### src/rtl/dmem_bridge_pkg.sv
// Shared constants for the data-memory bridge: FSM state encoding,
// the fill pattern returned on a bus timeout, and an alignment helper.
package dmem_bridge_pkg;

    typedef enum logic [1:0] {
        DMB_IDLE = 2'd0,
        DMB_REQ  = 2'd1,
        DMB_DONE = 2'd2
    } dmb_state_e;

    localparam logic [31:0] DMB_TIMEOUT_DATA = 32'hDEAD_BEEF;

    // A word access is legal only when the two byte-offset bits are zero.
    function automatic logic dmb_word_aligned(input logic [1:0] byte_off);
        return (byte_off == 2'b00);
    endfunction

endpackage

### src/rtl/dmem_timeout_cnt.sv
// Bus wait-cycle counter for the data-memory bridge. Cleared when a bus
// request is launched, advanced on every request cycle without ack.
// expired_o is high during the wait cycle that completes the limit.
module dmem_timeout_cnt #(
    parameter int TIMEOUT_CYCLES = 255,
    parameter int TIMEOUT_W      = 8
) (
    input  logic clk,
    input  logic rst,
    input  logic clear_i,
    input  logic count_i,
    output logic expired_o
);

    // The limit is hit in the wait cycle whose count, once incremented,
    // would equal TIMEOUT_CYCLES; this gives exactly TIMEOUT_CYCLES REQ cycles.
    localparam logic [TIMEOUT_W-1:0] LAST_WAIT = TIMEOUT_W'(TIMEOUT_CYCLES - 1);

    logic [TIMEOUT_W-1:0] cnt_q;

    // Wait counter: clear on launch, count unacknowledged request cycles.
    always_ff @(posedge clk or posedge rst) begin
        if (rst) begin
            cnt_q <= '0;
        end else if (clear_i) begin
            cnt_q <= '0;
        end else if (count_i) begin
            cnt_q <= cnt_q + 1'b1;
        end
    end

    assign expired_o = (cnt_q == LAST_WAIT);

endmodule

### src/rtl/dmem_bridge.sv
// Data-memory bridge: turns the single-cycle datapath's load/store port
// into a req/ack transaction on a variable-latency bus, stalling the
// datapath until the bus completes. Misaligned word accesses are trapped
// without any bus traffic.
// Optional feature: define MEM_TIMEOUT_EN to bound the bus wait with a
// TIMEOUT_CYCLES limit (forced completion with DEAD_BEEF and timeout_err).
module dmem_bridge
    import dmem_bridge_pkg::*;
#(
    parameter int TIMEOUT_CYCLES = 255,
    parameter int TIMEOUT_W      = 8
) (
    input  logic        clk,
    input  logic        cpu_rst,
    input  logic        cpu_en,
    input  logic        mem_ren,
    input  logic        mem_wen,
    input  logic [31:0] mem_addr,
    input  logic [31:0] mem_dout,
    output logic [31:0] mem_din,
    output logic        mem_stall,
    output logic        misalign_err,
    output logic        timeout_err,
    output logic        bus_req,
    output logic        bus_we,
    output logic [31:0] bus_addr,
    output logic [31:0] bus_wdata,
    input  logic        bus_ack,
    input  logic [31:0] bus_rdata
);

    // Elaboration-time sanity check on the counter width.
    if (TIMEOUT_W < 1 || TIMEOUT_W > 30 || TIMEOUT_CYCLES < 1 ||
        TIMEOUT_CYCLES >= (1 << TIMEOUT_W)) begin : g_bad_timeout_cfg
        $error("dmem_bridge: TIMEOUT_W too narrow for TIMEOUT_CYCLES");
    end

    dmb_state_e  state_q;
    logic        bus_req_q;
    logic        bus_we_q;
    logic [31:0] bus_addr_q;
    logic [31:0] bus_wdata_q;
    logic [31:0] rdata_q;
    logic        misalign_q;

    logic        access;
    logic        aligned;
    logic        launch;
    logic        in_req;
    logic [31:0] bus_addr_d;
    logic        timeout_hit;

    assign access     = cpu_en & (mem_ren | mem_wen);
    assign aligned    = dmb_word_aligned(mem_addr[1:0]);
    assign in_req     = (state_q == DMB_REQ);
    assign launch     = (state_q == DMB_IDLE) & access & aligned;
    assign bus_addr_d = {mem_addr[31:2], 2'b00};

`ifdef MEM_TIMEOUT_EN
    logic timeout_q;
    logic cnt_expired;

    dmem_timeout_cnt #(
        .TIMEOUT_CYCLES (TIMEOUT_CYCLES),
        .TIMEOUT_W      (TIMEOUT_W)
    ) u_timeout_cnt (
        .clk       (clk),
        .rst       (cpu_rst),
        .clear_i   (launch),
        .count_i   (in_req & ~bus_ack),
        .expired_o (cnt_expired)
    );

    // An ack arriving in the expiry cycle is a normal completion.
    assign timeout_hit = in_req & ~bus_ack & cnt_expired;
    assign timeout_err = timeout_q;

    // One-cycle timeout pulse, raised on the forced-completion edge.
    always_ff @(posedge clk or posedge cpu_rst) begin
        if (cpu_rst) begin
            timeout_q <= 1'b0;
        end else begin
            timeout_q <= timeout_hit;
        end
    end
`else
    assign timeout_hit = 1'b0;
    assign timeout_err = 1'b0;
`endif

    // Bridge FSM: detect in IDLE, hold the request in REQ, one DONE cycle.
    // NOTE: sequential state uses non-blocking assignments so every register
    // samples pre-edge values regardless of statement order in the block.
    always_ff @(posedge clk or posedge cpu_rst) begin
        if (cpu_rst) begin
            // NOTE: the read buffer is a plain register (not a memory array),
            // so it is reset like any other state and mem_din reads 0 after reset.
            state_q     <= DMB_IDLE;
            bus_req_q   <= 1'b0;
            bus_we_q    <= 1'b0;
            bus_addr_q  <= '0;
            bus_wdata_q <= '0;
            rdata_q     <= '0;
            misalign_q  <= 1'b0;
        end else begin
            misalign_q <= 1'b0;
            unique case (state_q)
                DMB_IDLE: begin
                    if (access) begin
                        if (!aligned) begin
                            misalign_q <= 1'b1;
                        end else begin
                            // Store wins when both requests are raised together.
                            bus_we_q    <= mem_wen;
                            bus_addr_q  <= bus_addr_d;
                            bus_wdata_q <= mem_dout;
                            bus_req_q   <= 1'b1;
                            state_q     <= DMB_REQ;
                        end
                    end
                end
                DMB_REQ: begin
                    if (bus_ack) begin
                        if (!bus_we_q) begin
                            rdata_q <= bus_rdata;
                        end
                        bus_req_q <= 1'b0;
                        state_q   <= DMB_DONE;
                    end else if (timeout_hit) begin
                        rdata_q   <= DMB_TIMEOUT_DATA;
                        bus_req_q <= 1'b0;
                        state_q   <= DMB_DONE;
                    end
                end
                DMB_DONE: begin
                    // The still-held datapath request is not re-issued here.
                    state_q <= DMB_IDLE;
                end
                default: begin
                    state_q <= DMB_IDLE;
                end
            endcase
        end
    end

    assign mem_stall    = launch | in_req;
    assign mem_din      = rdata_q;
    assign misalign_err = misalign_q;
    assign bus_req      = bus_req_q;
    assign bus_we       = bus_we_q;
    assign bus_addr     = bus_addr_q;
    assign bus_wdata    = bus_wdata_q;

endmodule

### config.mk
export PLATFORM = sky130hd
export DESIGN_NAME = dmem_bridge
export DESIGN_NICKNAME = d
export VERILOG_FILES = /design/src/rtl/dmem_bridge_pkg.sv /design/src/rtl/dmem_timeout_cnt.sv /design/src/rtl/dmem_bridge.sv
export SDC_FILE = /design/constraint.sdc
export NUM_CORES = 1
export LEC_CHECK = 0
export ABC_AREA = 1
export CAP_MARGIN = 20
export CORE_MARGIN = 5
export CORE_UTILIZATION = 36
export CTS_BUF_LIST = sky130_fd_sc_hd__clkbuf_4
export DETAILED_ROUTE_END_ITERATION = 16
export MAX_ROUTING_LAYER = met4
export PLACE_DENSITY = 0.77
export SETUP_SLACK_MARGIN = 0.1
export SKIP_CTS_REPAIR_TIMING = 1
export SLEW_MARGIN = 30
export SYNTH_ARGS = -nofsm -noshare
export SYNTH_HDL_FRONTEND = slang
export SYNTH_SLANG_ARGS = --single-unit
### constraint.sdc
create_clock -name clk -period 9.6 [get_ports clk]
set_input_delay 2.4 -clock clk [delete_from_list [all_inputs] [get_ports clk]]
set_output_delay 2.4 -clock clk [all_outputs]
set_load 0.02 [all_outputs]
==> run metrics, run 1 <==
vias in the first global route=3553; worst setup slack after layout=2360 ps; core area=10800 µm²; Setup violations, final=0; area grow syn2layout=54.6%; Sw Share=36.3%; Layout Nets=728; fmax=138 MHz; CP peak stage delay=760 ps; Initial Utilization=36.7%; Top delay family on crit path=buffers and inverters; final instance area=6120 µm²; Worst EP arrival=4840 ps; R2R Path End=bus_wdata[25]$_DFFE_PP0P_; Clk network pwr share=14.0%; Final Wtd Congestion=0.805; total gr overflow=0; Hold Path Cell Cnt=2; row count=38; placed cells=755; Die Span X=115 µm; # fillers=941; drt total wl=11.3 mm; total power=1.35 mW; worst r2r src=state_q[0]$_DFFE_PP0P_; VDD IR max=0.110 mV; Worst path depth=6; CTS tree=yes; commonest non-fill, non-tap cells in the layout=clkdlybuf4s50_1, nand2_1, dfrtp_1, nand3_1, clkbuf_4; setup TNS=0 ps; Bufs on Longest Clock Path=2; hold wc startpoint=mem_din[19]$_DFFE_PP0P_; final hold violation count=0; full die area=13200 µm²; WP data required=7200 ps; worst slew pin tran=861 ps; initial antenna violation count=0; CTS Buf Count=9; Critical Path Most Common Cell=clkdlybuf4s50_1; Post-DRT Antenna Nets=0; Comb pwr share=42.0%; Relative slew margins=42.6%; Initial DRT Pass Iterations=4; H-tree Lvls=3; CTS Sinks=99; CTS root buf=clkbuf_4; Max Slew Vio Count=0; setup slack, reg-to-reg=7470 ps; most common cell after layout, fill and taps aside=clkdlybuf4s50_1; cell count of the worst reg-to-reg path=6; pin count of the biggest net entering global routing=66; final period utilization=75.4%; synthesized area=3960 µm²; ant diodes=0; port buffer count=199; RSZ-0062 raised after global routing=no; Reg power frac=44.0%; post-placement cell area=6010 µm²; slowest stage cell, crit path=clkinv_2; via count=3615; Post-Synthesis Cells=441; crit end category=output port; Final Skew=12.0 ps; pre-CTS WS=2540 ps; Pwr per Cell Area=220 nW/µm²; Vias/cell=4.69; status=complete, no violations; die height=115 µm; Worst-path clk slew=140 ps; DRC=0; CP Max Fanout=64; MaxCap Viol Count=0; CP cell instances=clkdlybuf4s50_1 -> o21ai_1 -> clkinv_2 -> nand2_2 -> nand2_1 -> clkdlybuf4s50_1; GRT Resource Usage Total=17.6%; DR WL/cell=14.7 µm; latest clock arrival within the worst-skew pair=420 ps; Worst Path Buf+Inv=3; IO Pins=203; first-pass GRT wire length=17.9 mm; share of layout cells above drive strength 1=4.44%; Endpoint, Worst Hold=mem_din[19]$_DFFE_PP0P_; LEAKAGE=2.96 nW; Hold Path Class=flip-flop to flip-flop; Period minus WS final=7240 ps; sequential fraction of the synthesis area=62.6%; Avg Inst Size Synth=8.98 µm²; Setup CP Type=input port to output port; worst hold slack=487 ps; switching power=0.489 mW; P_int=0.858 mW; DRT iter0 DRCs=254; number of synthesized register bits=99; final core utilization=56.7%; critical path launch point type=input port; Yosys warnings=0; Non-Filler Instances=771; DP HPWL=8.24 mm; Synth cell types=18
## worst min-delay path, delay by kind of cell (launching register included)
family / cells / cell delay, ps
DFF: 1 / 370
and+or+nand+nor: 2 / 100
## state kept, by name (all words and copies together) (netlist names)
signal	cells
bus_addr	30
bus_req	1
bus_wdata	32
bus_we	1
mem_din	32
misalign_err	1
state_q	2
## power by group through the flow
stage	clock network, mW	logic [mW]	registers, mW
4_1_cts	0.195	0.574	0.593
5_1_grt	0.215	0.607	0.607
3_5_place_dp	0	0.574	0.599
6_report	0.188	0.566	0.593
3_3_place_gp	0	0.564	0.598
2_1_floorplan	0	0.119	0.736
## worst max path at each step
stage,slack (ps),end,start
after floorplan,3860,mem_stall,mem_addr[1]
after global placement,2560,mem_stall,mem_wen
after detailed placement,2540,mem_stall,mem_wen
after CTS,2540,mem_stall,mem_wen
after global routing,2160,mem_stall,mem_wen
final,2360,mem_stall,mem_wen
## cell usage after synthesis
cell type | number | area, µm²
nand2_1 | 197 | 739
dfrtp_1 | 99 | 2480
nand3_1 | 95 | 475
clkbuf_1 | 15 | 56.3
nor2_1 | 6 | 22.5
buf_2 | 5 | 25.0
buf_4 | 4 | 30.0
buf_6 | 4 | 45.0
inv_1 | 4 | 15.0
buf_1 | 3 | 11.3
inv_2 | 2 | 7.51
conb_1 | 1 | 3.75
nor2_8 | 1 | 20.0
nor3_1 | 1 | 5.00
o21ai_0 | 1 | 5.00
o21ai_1 | 1 | 5.00
o21bai_1 | 1 | 7.51
or2_4 | 1 | 8.76
## cell type report
class / count / area [µm²] / share of cell area [%]
clock inverter: 5 / 30.0 / 0.490
sequential: 99 / 2480 / 40.5
inverter: 6 / 26.3 / 0.429
clock buffer: 11 / 82.6 / 1.35
timing repair buffer: 203 / 2020 / 33.0
tap: 140 / 175 / 2.86
multi-input combinational: 307 / 1310 / 21.4
## routing by layer
layer	share of wire (%)	track usage [%]	vias up
met1	43	23.0	1685
met5	0	-	-
met2	48	27.1	147
met4	1.7	5.79	0
li1	-	-	1766
met3	7.4	4.16	17
## cell families (layout without fill, tap and decap cells)
family,count (synthesis),in the layout,synth area share [%]
DFF,99,99,62.6
AOI/OAI and AO/OA,3,3,0.442
other,1,3,0.0947
buffers and inverters,37,225,4.80
and+or+nand+nor,301,301,32.1
No activity file was read; power rests on OpenSTA's default activity.
==> inputs of run 2 (changes only) <==
==> constraint.sdc (replaced) <==
create_clock -name clk -period 7 [get_ports clk]
set_input_delay 1.75 -clock clk [delete_from_list [all_inputs] [get_ports clk]]
set_output_delay 1.75 -clock clk [all_outputs]
set_load 0.02 [all_outputs]
==> run 2 against run 1 <==
  * Global-route usage increased by 0.49 points
  * Routed wire length increased by 2.5%
  * Register-to-register slack got worse by 2200 ps
  * Cell count increased by 0.26%
  * Count of clock-buffer cells in the layout decreased by 1
  * Clock power increased by 35%
  * Sequential cell count unchanged
  * Clock skew increased by 2.8 ps
  * Setup slack got worse by 510 ps
  * Via count increased by 0.89%
  * Largest power group unchanged
  * Highest routed layer unchanged
==> run metrics, run 2 (synthesized netlist as in run 1, its figures left out) <==
status=complete, no violations; DP HPWL=8.34 mm; critical path launch point type=input port; CTS Buf Count=9; Die Span X=115 µm; Hold Path Class=flip-flop to flip-flop; WP data required=5250 ps; worst setup slack after layout=1860 ps; first-pass GRT wire length=18.6 mm; ant diodes=0; RSZ-0062 raised after global routing=no; Setup violations, final=0; full die area=13200 µm²; IO Pins=203; core area=10800 µm²; share of layout cells above drive strength 1=4.42%; Initial DRT Pass Iterations=4; MaxCap Viol Count=0; via count=3647; port buffer count=199; Relative slew margins=56.3%; setup TNS=0 ps; pin count of the biggest net entering global routing=66; final hold violation count=0; final period utilization=73.5%; initial antenna violation count=0; commonest non-fill, non-tap cells in the layout=clkdlybuf4s50_1, nand2_1, dfrtp_1, nand3_1, clkbuf_4; Setup CP Type=input port to output port; Final Wtd Congestion=0.801; Max Slew Vio Count=0; die height=115 µm; crit end category=output port; most common cell after layout, fill and taps aside=clkdlybuf4s50_1; row count=38; Layout Nets=730; LEAKAGE=2.97 nW; drt total wl=11.6 mm; Worst EP arrival=3390 ps; final core utilization=56.8%; area grow syn2layout=54.8%; VDD IR max=0.140 mV; worst slew pin tran=656 ps; worst hold slack=487 ps; pre-CTS WS=1850 ps; Pwr per Cell Area=301 nW/µm²; Vias/cell=4.72; Period minus WS final=5140 ps; fmax=194 MHz; DRT iter0 DRCs=277; total power=1.85 mW; H-tree Lvls=3; latest clock arrival within the worst-skew pair=430 ps; Final Skew=14.8 ps; CP Max Fanout=3; Initial Utilization=36.7%; DRC=0; CTS root buf=clkbuf_4; vias in the first global route=3737; DR WL/cell=15.0 µm; total gr overflow=0; Worst-path clk slew=120 ps; GRT Resource Usage Total=18.1%; CTS Sinks=99; Bufs on Longest Clock Path=2; CTS tree=yes; Post-DRT Antenna Nets=0
run 2: cell types whose count changed in the layout (fill, tap and decap cells not counted), sizes merged:
| cell | change |
|---|---|
| clkbuf | -1 |
| buf | +2 |
| inv | +1 |
run 2: final timing paths:
check | startpoint | endpoint | slack (ps) | depth (start not counted)
setup / recovery | mem_addr[1] | mem_stall | 1860 | 7
setup reg to reg | state_q[0]$_DFFE_PP0P_ | mem_din[22]$_DFFE_PP0P_ | 5300 | 6
hold reg to reg | mem_din[25]$_DFFE_PP0P_ | mem_din[25]$_DFFE_PP0P_ | 490 | 2
max in group asynchronous | cpu_rst | mem_din[19]$_DFFE_PP0P_ | 4170 | 3
hold / removal | mem_din[25]$_DFFE_PP0P_ | mem_din[25]$_DFFE_PP0P_ | 490 | 2
min in group asynchronous | cpu_rst | mem_din[4]$_DFFE_PP0P_ | 1730 | 2
run 2: layout make-up:
class                   instances  area, µm²
fillers                       976       4660
multi-input cells             307       1310
well taps                     140        175
repair buffers                205       2040
flip-flops and latches         99       2480
clock buffers                  10       75.1
inverters                       6       25.0
clock inverters                 6       32.5
run 2: where the power goes:
| group | internal, mW | switching, mW |
|---|---|---|
| Combinational | 0.373 | 0.407 |
| Sequential | 0.725 | 0.0892 |
| Clock | 0.0740 | 0.179 |
run 2: worst max-delay path, stage by stage:
cell	delay, ps
clkdlybuf4s50_1	390
nor2_1	280
inv_2	110
nor2_8	120
nand2_2	50
nand2_1	60
clkdlybuf4s50_1	620
run 2: per-stage QoR:
stage | instance area (µm²) | cells
global route | 6130 | 773
global placement | 6020 | 757
CTS | 6130 | 773
finish | 6130 | 773
floorplan | 3970 | 443
detailed placement | 6020 | 757
run 2: layer usage:
metal  up-vias  share of wire [%]  routed length, µm  GRT usage (%)
met5         -                  0                  0              -
li1       1768                  -                  -              -
met1      1694                 43               4970           22.6
met4         0                3.0                347           8.14
met3        26                7.7                891           4.16
met2       159                 47               5420           28.1
==> inputs of run 3 (changes only) <==
--- a/config.mk
+++ b/config.mk
@@ -12,7 +12,7 @@
 export CTS_BUF_LIST = sky130_fd_sc_hd__clkbuf_4
 export DETAILED_ROUTE_END_ITERATION = 16
 export MAX_ROUTING_LAYER = met4
-export PLACE_DENSITY = 0.77
+export PLACE_DENSITY = 0.8
 export SETUP_SLACK_MARGIN = 0.1
 export SKIP_CTS_REPAIR_TIMING = 1
 export SLEW_MARGIN = 30
==> constraint.sdc (replaced) <==
create_clock -name clk -period 4.3 [get_ports clk]
set_input_delay 1.075 -clock clk [delete_from_list [all_inputs] [get_ports clk]]
set_output_delay 1.075 -clock clk [all_outputs]
set_load 0.02 [all_outputs]
==> run 3 against run 2 <==
  * Count of clock-buffer cells in the layout down 1
  * Power rose by 69%
  * Clock power up 110%
  * Utilization is 0.57 points higher
  * Global-route usage fell by 0.36 points
  * Cell count is 0.13% higher
  * Combinational power grew 64%
  * First-iteration DRC count decreased by 43%
  * Final area grew 1.0%
  * Hold slack worse by 0.52 ps
  * Largest cell class unchanged
  * Highest routed layer unchanged
==> run metrics, run 3 (synthesized netlist as in run 1, its figures left out) <==
status=complete, no violations; fmax=266 MHz; CTS root buf=clkbuf_4; Max Slew Vio Count=0; area grow syn2layout=56.4%; cell count of the worst reg-to-reg path=5; crit end category=output port; first-pass GRT wire length=17.9 mm; via count=3634; WP data required=3220 ps; DP HPWL=8.39 mm; port buffer count=199; pin count of the biggest net entering global routing=76; commonest non-fill, non-tap cells in the layout=clkdlybuf4s50_1, nand2_1, dfrtp_1, nand3_1, clkbuf_4; initial antenna violation count=0; setup TNS=0 ps; switching power=1.11 mW; latest clock arrival within the worst-skew pair=430 ps; total gr overflow=0; final period utilization=87.4%; Initial DRT Pass Iterations=4; Comb pwr share=40.8%; Bufs on Longest Clock Path=2; CTS Buf Count=9; Worst EP arrival=2680 ps; vias in the first global route=3646; critical path launch point type=input port; worst r2r src=state_q[1]$_DFFE_PP0P_; CTS Sinks=99; worst slew pin tran=667 ps; Pwr per Cell Area=505 nW/µm²; Hold Path Class=flip-flop to flip-flop; LEAKAGE=3.00 nW; CP Max Fanout=3; core area=10800 µm²; ant diodes=0; Relative slew margins=55.5%; Sw Share=35.3%; final hold violation count=0; Final Wtd Congestion=0.845; GRT Resource Usage Total=17.7%; Setup violations, final=0; P_int=2.02 mW; DRC=0; Hold Path Cell Cnt=2; DRT iter0 DRCs=159; IO Pins=203; MaxCap Viol Count=0; Post-DRT Antenna Nets=0; die height=115 µm; Final Skew=19.0 ps; Endpoint, Worst Hold=bus_addr[3]$_DFFE_PP0P_; Layout Nets=731; full die area=13200 µm²; setup slack, reg-to-reg=2570 ps; Die Span X=115 µm; Worst-path clk slew=140 ps; RSZ-0062 raised after global routing=no; pre-CTS WS=515 ps; R2R Path End=mem_din[12]$_DFFE_PP0P_; VDD IR max=0.242 mV; hold wc startpoint=bus_addr[3]$_DFFE_PP0P_; H-tree Lvls=3; Clk network pwr share=16.9%; most common cell after layout, fill and taps aside=clkdlybuf4s50_1; worst setup slack after layout=542 ps; Setup CP Type=input port to output port; Vias/cell=4.70; Period minus WS final=3760 ps; Reg power frac=42.3%; drt total wl=11.5 mm; Initial Utilization=36.7%; row count=38; CTS tree=yes; share of layout cells above drive strength 1=4.89%; DR WL/cell=14.8 µm
==> run 3: changes by cell type in the layout (fill, tap and decap cells not counted), sizes merged <==
cell	delta
bufinv	+2
buf	+1
inv	+1
clkbuf	-1
clkinvlp	-1
clkinv	-1
==> run 3: worst max-delay path by stage <==
| stage | cells after the start | end | slack, ps | from |
|---|---|---|---|---|
| after floorplan | 1 | bus_addr[10]$_DFFE_PP0P_ | 630 | cpu_rst |
| after global placement | 7 | mem_stall | 520 | mem_addr[1] |
| after detailed placement | 7 | mem_stall | 510 | mem_addr[1] |
| after CTS | 7 | mem_stall | 510 | mem_addr[1] |
| after global routing | 7 | mem_stall | 440 | mem_addr[1] |
| final | 7 | mem_stall | 540 | mem_addr[1] |
==> run 3: power groups by stage <==
stage	Combinational (mW)	Sequential [mW]	Clock [mW]
final	1.28	1.32	0.530
after global routing	1.36	1.35	0.597
after CTS	1.29	1.32	0.555
after detailed placement	1.29	1.34	0
after global placement	1.27	1.33	0
after floorplan	0.267	1.64	0
==> run 3: worst max-delay path: stages <==
cell	delay, ps
clkdlybuf4s50_1	400
nor2_1	240
inv_2	110
nor2_8	120
nand2_2	50
nand2_1	60
clkdlybuf4s50_1	620
==> run 3: metrics by stage <==
| step | util [%] | hold slack (ps) | power (mW) | instances | instance area (µm²) |
|---|---|---|---|---|---|
| 2_1_floorplan | - | 575 | 1.91 | 443 | 3970 |
| 3_3_place_gp | 55.9 | 454 | 2.60 | 758 | 6030 |
| 3_5_place_dp | 55.9 | 457 | 2.63 | 758 | 6030 |
| 4_1_cts | 57.3 | 490 | 3.17 | 774 | 6190 |
| 5_1_grt | 57.4 | 504 | 3.31 | 774 | 6190 |
| 6_report | 57.4 | 486 | 3.13 | 774 | 6190 |
==> run 3: per-layer routing <==
layer	track usage, %	routed length, µm	part of all wire, %	up-vias
li1	-	-	-	1769
met1	20.6	4570	40	1707
met2	29.4	5840	51	140
met3	4.74	864	7.5	18
met4	6.65	193	1.7	0
met5	-	0	0	-
==> run 3: cell type report <==
type,count,area [µm²]
Sequential cell,99,2480
Timing Repair Buffer,206,2040
Inverter,6,27.5
Clock inverter,7,91.3
Multi-Input combinational cell,307,1310
Fill cell,989,4600
Clock buffer,9,67.6
Tap cell,140,175
